## src/rtl/image_rx_protocol.sv

```systemverilog
// image_rx_protocol: UART image receive engine with ASCII header, chunk ACKs, checksum check and idle timeout
module image_rx_protocol #(
  parameter int CHUNK_SIZE     = 256,
  parameter int SIZE_W         = 24,
  parameter int MAX_HDR_LEN    = 32,
  parameter int TIMEOUT_CYCLES = 27_000_000
) (
  input  logic              clk,
  input  logic              rst,
  input  logic [7:0]        rx_data,
  input  logic              rx_valid,
  output logic [7:0]        tx_data,
  output logic              tx_valid,
  input  logic              tx_ready,
  output logic [7:0]        data_out,
  output logic              data_valid,
  output logic              image_start,
  output logic              chunk_complete,
  output logic              image_end,
  output logic              image_ok,
  output logic              image_err,
  output logic [SIZE_W-1:0] byte_count
);
  localparam logic [7:0] SOH = 8'h01, ETX = 8'h03, ACK = 8'h06, LF = 8'h0A;
  localparam logic [7:0] COMMA = 8'h2C, DONE = 8'h16, NAK = 8'h15, CAN = 8'h18;
  localparam int CW = $clog2(CHUNK_SIZE + 1);
  localparam int HW = $clog2(MAX_HDR_LEN + 2);
  localparam int TW = $clog2(TIMEOUT_CYCLES + 1);

  // Aborts go straight to TX with CAN queued, so the reply and image_err land one cycle after the cause.
  typedef enum logic [2:0] {IDLE, HDR_SIZE, HDR_CKSUM, TX, DATA, WAIT_END} state_t;

  state_t state_q, state_d, ret_q, ret_d;
  logic [7:0] tx_data_q, tx_data_d, dout_q, dout_d;
  logic [SIZE_W-1:0] size_q, size_d, cnt_q, cnt_d;
  logic [15:0] ck_q, ck_d, sum_q, sum_d;
  logic [CW-1:0] chunk_q, chunk_d;
  logic [HW-1:0] hlen_q, hlen_d;
  logic [TW-1:0] idle_q, idle_d;
  logic dv_q, dv_d, start_q, start_d, cc_q, cc_d, end_q, end_d, ok_q, ok_d, err_q, err_d;
  logic is_dig, abort, timed;
  logic [3:0] dig;

  assign is_dig = rx_data >= 8'h30 && rx_data <= 8'h39;
  assign dig = rx_data[3:0];
  assign tx_valid = state_q == TX;
  assign tx_data = tx_data_q;
  assign data_out = dout_q;
  assign data_valid = dv_q;
  assign image_start = start_q;
  assign chunk_complete = cc_q;
  assign image_end = end_q;
  assign image_ok = ok_q;
  assign image_err = err_q;
  assign byte_count = cnt_q;

  // Next-state, header parsing, payload accounting and pulse generation
  always_comb begin
    state_d = state_q;
    ret_d = ret_q;
    tx_data_d = tx_data_q;
    size_d = size_q;
    ck_d = ck_q;
    sum_d = sum_q;
    cnt_d = cnt_q;
    chunk_d = chunk_q;
    hlen_d = hlen_q;
    dout_d = dout_q;
    idle_d = '0;
    dv_d = 1'b0;
    start_d = 1'b0;
    cc_d = 1'b0;
    end_d = 1'b0;
    ok_d = 1'b0;
    err_d = 1'b0;
    abort = 1'b0;
    timed = state_q inside {HDR_SIZE, HDR_CKSUM, DATA, WAIT_END};
    if (timed && !rx_valid) begin
      idle_d = idle_q + 1'b1;
      abort = idle_d == TW'(TIMEOUT_CYCLES);
    end
    case (state_q)
      IDLE: if (rx_valid && rx_data == SOH) begin
        state_d = HDR_SIZE;
        size_d = '0;
        ck_d = '0;
        hlen_d = '0;
      end
      HDR_SIZE, HDR_CKSUM: if (rx_valid) begin
        hlen_d = hlen_q + 1'b1;
        if (hlen_q == HW'(MAX_HDR_LEN)) abort = 1'b1;
        else if (is_dig && state_q == HDR_SIZE) size_d = size_q * SIZE_W'(10) + SIZE_W'(dig);
        else if (is_dig) ck_d = ck_q * 16'd10 + 16'(dig);
        else if (state_q == HDR_SIZE && rx_data == COMMA) state_d = HDR_CKSUM;
        else if (state_q == HDR_CKSUM && rx_data == LF) begin
          start_d = 1'b1;
          cnt_d = '0;
          sum_d = '0;
          chunk_d = '0;
          tx_data_d = ACK;
          state_d = TX;
          ret_d = size_q == '0 ? WAIT_END : DATA;
        end
        else abort = 1'b1;
      end
      TX: if (tx_ready) state_d = ret_q;
      DATA: if (rx_valid) begin
        dv_d = 1'b1;
        dout_d = rx_data;
        cnt_d = cnt_q + 1'b1;
        sum_d = sum_q + 16'(rx_data);
        chunk_d = chunk_q == CW'(CHUNK_SIZE - 1) ? '0 : chunk_q + 1'b1;
        if (cnt_d == size_q) begin
          cc_d = 1'b1;
          state_d = WAIT_END;
        end else if (chunk_q == CW'(CHUNK_SIZE - 1)) begin
          cc_d = 1'b1;
          tx_data_d = ACK;
          state_d = TX;
          ret_d = DATA;
        end
      end
      WAIT_END: if (rx_valid) begin
        if (rx_data == ETX) begin
          end_d = 1'b1;
          ok_d = sum_q == ck_q;
          err_d = sum_q != ck_q;
          tx_data_d = sum_q == ck_q ? DONE : NAK;
          state_d = TX;
          ret_d = IDLE;
        end else abort = 1'b1;
      end
      default: state_d = IDLE;
    endcase
    if (abort) begin
      err_d = 1'b1;
      tx_data_d = CAN;
      state_d = TX;
      ret_d = IDLE;
    end
  end

  // State and datapath registers; reset abandons any image in progress
  always_ff @(posedge clk or posedge rst) begin
    if (rst) begin
      state_q <= IDLE;
      ret_q <= IDLE;
      tx_data_q <= '0;
      dout_q <= '0;
      size_q <= '0;
      cnt_q <= '0;
      ck_q <= '0;
      sum_q <= '0;
      chunk_q <= '0;
      hlen_q <= '0;
      idle_q <= '0;
      dv_q <= 1'b0;
      start_q <= 1'b0;
      cc_q <= 1'b0;
      end_q <= 1'b0;
      ok_q <= 1'b0;
      err_q <= 1'b0;
    end else begin
      state_q <= state_d;
      ret_q <= ret_d;
      tx_data_q <= tx_data_d;
      dout_q <= dout_d;
      size_q <= size_d;
      cnt_q <= cnt_d;
      ck_q <= ck_d;
      sum_q <= sum_d;
      chunk_q <= chunk_d;
      hlen_q <= hlen_d;
      idle_q <= idle_d;
      dv_q <= dv_d;
      start_q <= start_d;
      cc_q <= cc_d;
      end_q <= end_d;
      ok_q <= ok_d;
      err_q <= err_d;
    end
  end
endmodule

```

## config.mk

```make
export PLATFORM = sky130hd
export DESIGN_NAME = image_rx_protocol
export DESIGN_NICKNAME = d
export VERILOG_FILES = /design/src/rtl/image_rx_protocol.sv
export SDC_FILE = /design/constraint.sdc
export NUM_CORES = 1
export LEC_CHECK = 0
export ABC_AREA = 1
export ABC_CLOCK_PERIOD_IN_PS = 5280
export CORE_UTILIZATION = 40
export CTS_CLUSTER_SIZE = 12
export DETAILED_ROUTE_END_ITERATION = 16
export SYNTH_ARGS = -nofsm -noshare
export SYNTH_HDL_FRONTEND = slang
export SYNTH_SLANG_ARGS = --single-unit
```

## constraint.sdc

```tcl
create_clock -name clk -period 5.28 [get_ports clk]
set_input_delay 0.528 -clock clk [delete_from_list [all_inputs] [get_ports clk]]
set_output_delay 0.528 -clock clk [all_outputs]
set_load 0.005 [all_outputs]
```

==> impl_metrics.csv <==
group,metric,value,unit
clocking,cts_sinks,144,
worst_setup_path,path_delay_family,"simple AND/OR/NAND/NOR gates",
placement,place_area,12100,um2
placement,dp.cells,2021,
global_route,grt_pass1_wl,50500,um
worst_setup_path,critPathSlowestCell,"clkdlybuf4s50_1",
cells_and_area,antennaDiodeCount,0,
synthesis,synth_top_area_share,0.322,
floorplanning,die_area,28700,um2
worst_setup_path,crit_top_cell,"nand2_1",
clocking,cts_resized,0,
timing,fin_crit_sh,0.633,
drt,ant_nets,0,
cells_and_area,finalNonFillerCells,2053,
worst_setup_path,crit_path_end_kind,"register",
timing,timing.final.crit_period,3.34,ns
worst_hold_path,hold-path-endpoint,"tx_data[2]$_DFFE_PP0P_",
worst_setup_path,crit_chain,"clkdlybuf4s50_1 > ha_1 > inv_1 > fa_1 > inv_1 > nand2_1 > a21oi_2 > nand2_1 > nor2_1 > nand3_1 > nor2_1 > nand2_1 > nor2_2 > nand2_1 > nor2_1 > nand4_1 > nand3_1 > nand2_1",
floorplanning,core,27200,um2
worst_setup_path,reg2reg_slack,1.95,ns
timing,tns,0,ns
synthesis,synth-edff-count,0,
synthesis,syn-cell-area,11200,um2
floorplanning,initial_core_util,0.412,
synthesis,async_flop_share,1.00,
clocking,root_buffer,"clkbuf_16",
clocking,holdBufCountCts,0,
status,status,"completed",
synthesis,yosysTopAreaCell,"dfrtp_1",
drt,wl_per_cell,14.7,um
timing,clock_skew,0.0112,ns
worst_setup_path,crit_buf_inv,3,
drt,via_count,10600,
cells_and_area,final_area,12700,um2
placement,port_buffers,55,
synthesis,synth-warning-count,0,
timing,slew_viol_final,0,
worst_setup_path,reg2reg_to,"sum_q[12]$_DFFE_PP0P_",
timing,worstMarginPinSlew,1.20,ns
synthesis,postSynthAreaPerCell,6.95,um2
synthesis,syn_inst,1611,
clocking,worstSkewPairLatency,0.44,ns
floorplanning,num_io_pins,59,
cells_and_area,drive_gt1_frac,0.0464,
worst_setup_path,cp-start-kind,"input port",
drt,wl,30200,um
clocking,cts_tree,"yes",
global_route,grt_usage,0.219,
cells_and_area,nets,1767,
synthesis,synth_area_leaders,"dfrtp_1 32%, nand2_1 14%, ha_1 9.2%",
global_route,first_global_vias,10100,
global_route,grt_max_degree,54,
drt,first_pass_iters,5,
floorplanning,rows,60,
worst_setup_path,rr_startpoint,"state_q[0]$_DFFE_PP0P_",
clocking,numCtsBuffers,17,
worst_setup_path,crit_type,"input port to register",
worst_hold_path,hp-class,"register to register",
power_and_ir_drop,peakVddDrop,0.182,mV
drt,detail_route.vias_per_cell,5.16,
placement,gp_congestion,0.917,
global_route,antenna_found_initial,0,
synthesis,synth-seq-cells,144,
worst_setup_path,rr_worst_depth,11,
synthesis,synthFlopType,"dfrtp_1",
worst_hold_path,min_from,"tx_data[2]$_DFFE_PP0P_",
synthesis,synth_cell_type_count,52,
floorplanning,die_h,169,um
worst_setup_path,cp_slowest_stage_delay,0.74,ns
drt,first_iter_violations,729,
cells_and_area,fill_cells,2821,
worst_setup_path,path_max_fanout,8,
timing,rsz0062_at_grt,"false",
clocking,clock_tree.buffer_depth,2,
power_and_ir_drop,p_leak,0.00605,uW
power_and_ir_drop,total_power,5460,uW
worst_setup_path,cp.arrival,3.66,ns
floorplanning,die_w,169,um
clocking,cts_post_setup_buffers_inserted,0,
cells_and_area,area_growth,13.2,%
placement,place_hpwl,23800,um
global_route,overflow,0,
timing,hold_viol,0,
power_and_ir_drop,power_density,430,nW/um2
clocking,clkTransAtPathRegs,0.07,ns
timing,setup_viol,0,
worst_hold_path,min_path_cells,2,
timing,timing.fmax,299,MHz
clocking,htree_levels,4,
worst_setup_path,required,5.60,ns
synthesis,yosysSeqAreaShare,0.322,
drt,route.detailed.drc,0,
run,maxCapViolCount,0,
timing,relSlewSlack,0.202,
-- cell families (layout without fill, tap and decap cells) --
family	Yosys count	count (layout)	share of synthesized area
AO/OA/AOI/OAI	199	199	0.102
XOR/XNOR	68	68	0.0538
adder cells (fa/ha/maj)	87	87	0.101
buffers and inverters	247	315	0.0863
flip-flops	144	144	0.322
other	1	3	0.000335
AND/OR/NAND/NOR	865	865	0.335
-- layout make-up --
type | count | area [um2] | area share
multi-input combinational | 1222 | 6640 | 0.523
sequential | 144 | 3600 | 0.284
inverter | 222 | 838 | 0.0661
timing repair buffer | 61 | 596 | 0.0470
tap | 372 | 465 | 0.0367
clock buffer | 18 | 429 | 0.0338
clock inverter | 14 | 113 | 0.00888
-- placed cells by master, fill, tap and decap left out, drive strengths merged, types with 41 or more instances in the layout --
master and instances:
nor2 190, dfrtp 144, a21oi 55, nand2 436, inv 224, nand4 43
nand3 135, clkdlybuf4s50 55, xor2 41, o21ai 86, ha 82
-- registers in the layout (all words and copies together) (netlist names) --
name and count:
byte_count 24, chunk_complete 1, chunk_q 9, ck_q 16, data_out 8, data_valid 1, hlen_q 6, idle_q 25
image_end 1, image_err 1, image_ok 1, image_start 1, ret_q 2, size_q 24, state_q 3, sum_q 16
tx_data 5
-- worst reg2reg max path, stage by stage, from the launching register on --
cell     delay, ns
dfrtp_1       0.42
nor2_1        0.16
inv_1         0.07
nor2_1        0.73
o21ai_0       0.18
a21oi_1       0.14
and2_1        0.34
buf_4         0.41
inv_2         0.24
nor2_2        0.34
a21oi_1       0.08
o21a_1        0.11
-- Yosys cell counts (4+ instances only) --
cell type	count
inv_2	4
nor4_1	7
buf_4	5
o21bai_1	4
nand2_2	9
o22ai_1	26
clkbuf_1	11
nor2_1	175
a32o_1	6
o21ai_0	78
nor2_2	10
a21oi_1	54
xnor2_1	27
nor3_1	30
nand3_1	134
nand4_1	43
or2_2	5
dfrtp_1	144
inv_1	218
nor2_4	5
fa_1	5
buf_2	5
xor2_1	40
nand2_1	427
ha_1	82
nand3b_1	10
o21ai_1	7
-- metrics by stage --
step	setup slack, ns	utilization	hold slack (ns)
3_5_place_dp	1.51	0.447	0.459
5_1_grt	1.59	0.467	0.511
4_1_cts	1.96	0.467	0.475
6_report	1.94	0.467	0.471
3_3_place_gp	1.60	0.447	0.454
2_1_floorplan	0.886	-	0.465
-- worst max path at each step --
stage	endpoint	slack (ns)	cells past startpoint	start
4_1_cts	size_q[23]$_DFFE_PP0P_	1.96	18	rx_data[1]
3_3_place_gp	size_q[23]$_DFFE_PP0P_	1.60	18	rx_data[1]
2_1_floorplan	byte_count[0]$_DFFE_PP0P_	0.89	1	rst
5_1_grt	size_q[23]$_DFFE_PP0P_	1.59	19	rx_data[1]
3_5_place_dp	size_q[23]$_DFFE_PP0P_	1.51	18	rx_data[1]
6_report	size_q[23]$_DFFE_PP0P_	1.94	18	rx_data[1]
-- power by group --
group          switching [uW]  internal (uW)
Clock                     519            605
Sequential                280           1330
Combinational            1740            986
-- metal layers --
metal / track usage / routed length, um / up-vias
met5: 0 / 0 / -
met4: 0.0537 / 433 / 0
met3: 0.0296 / 1040 / 32
met2: 0.352 / 13700 / 221
met1: 0.310 / 15000 / 4940
li1: - / - / 5394
(Power assumes the default switching activity.)
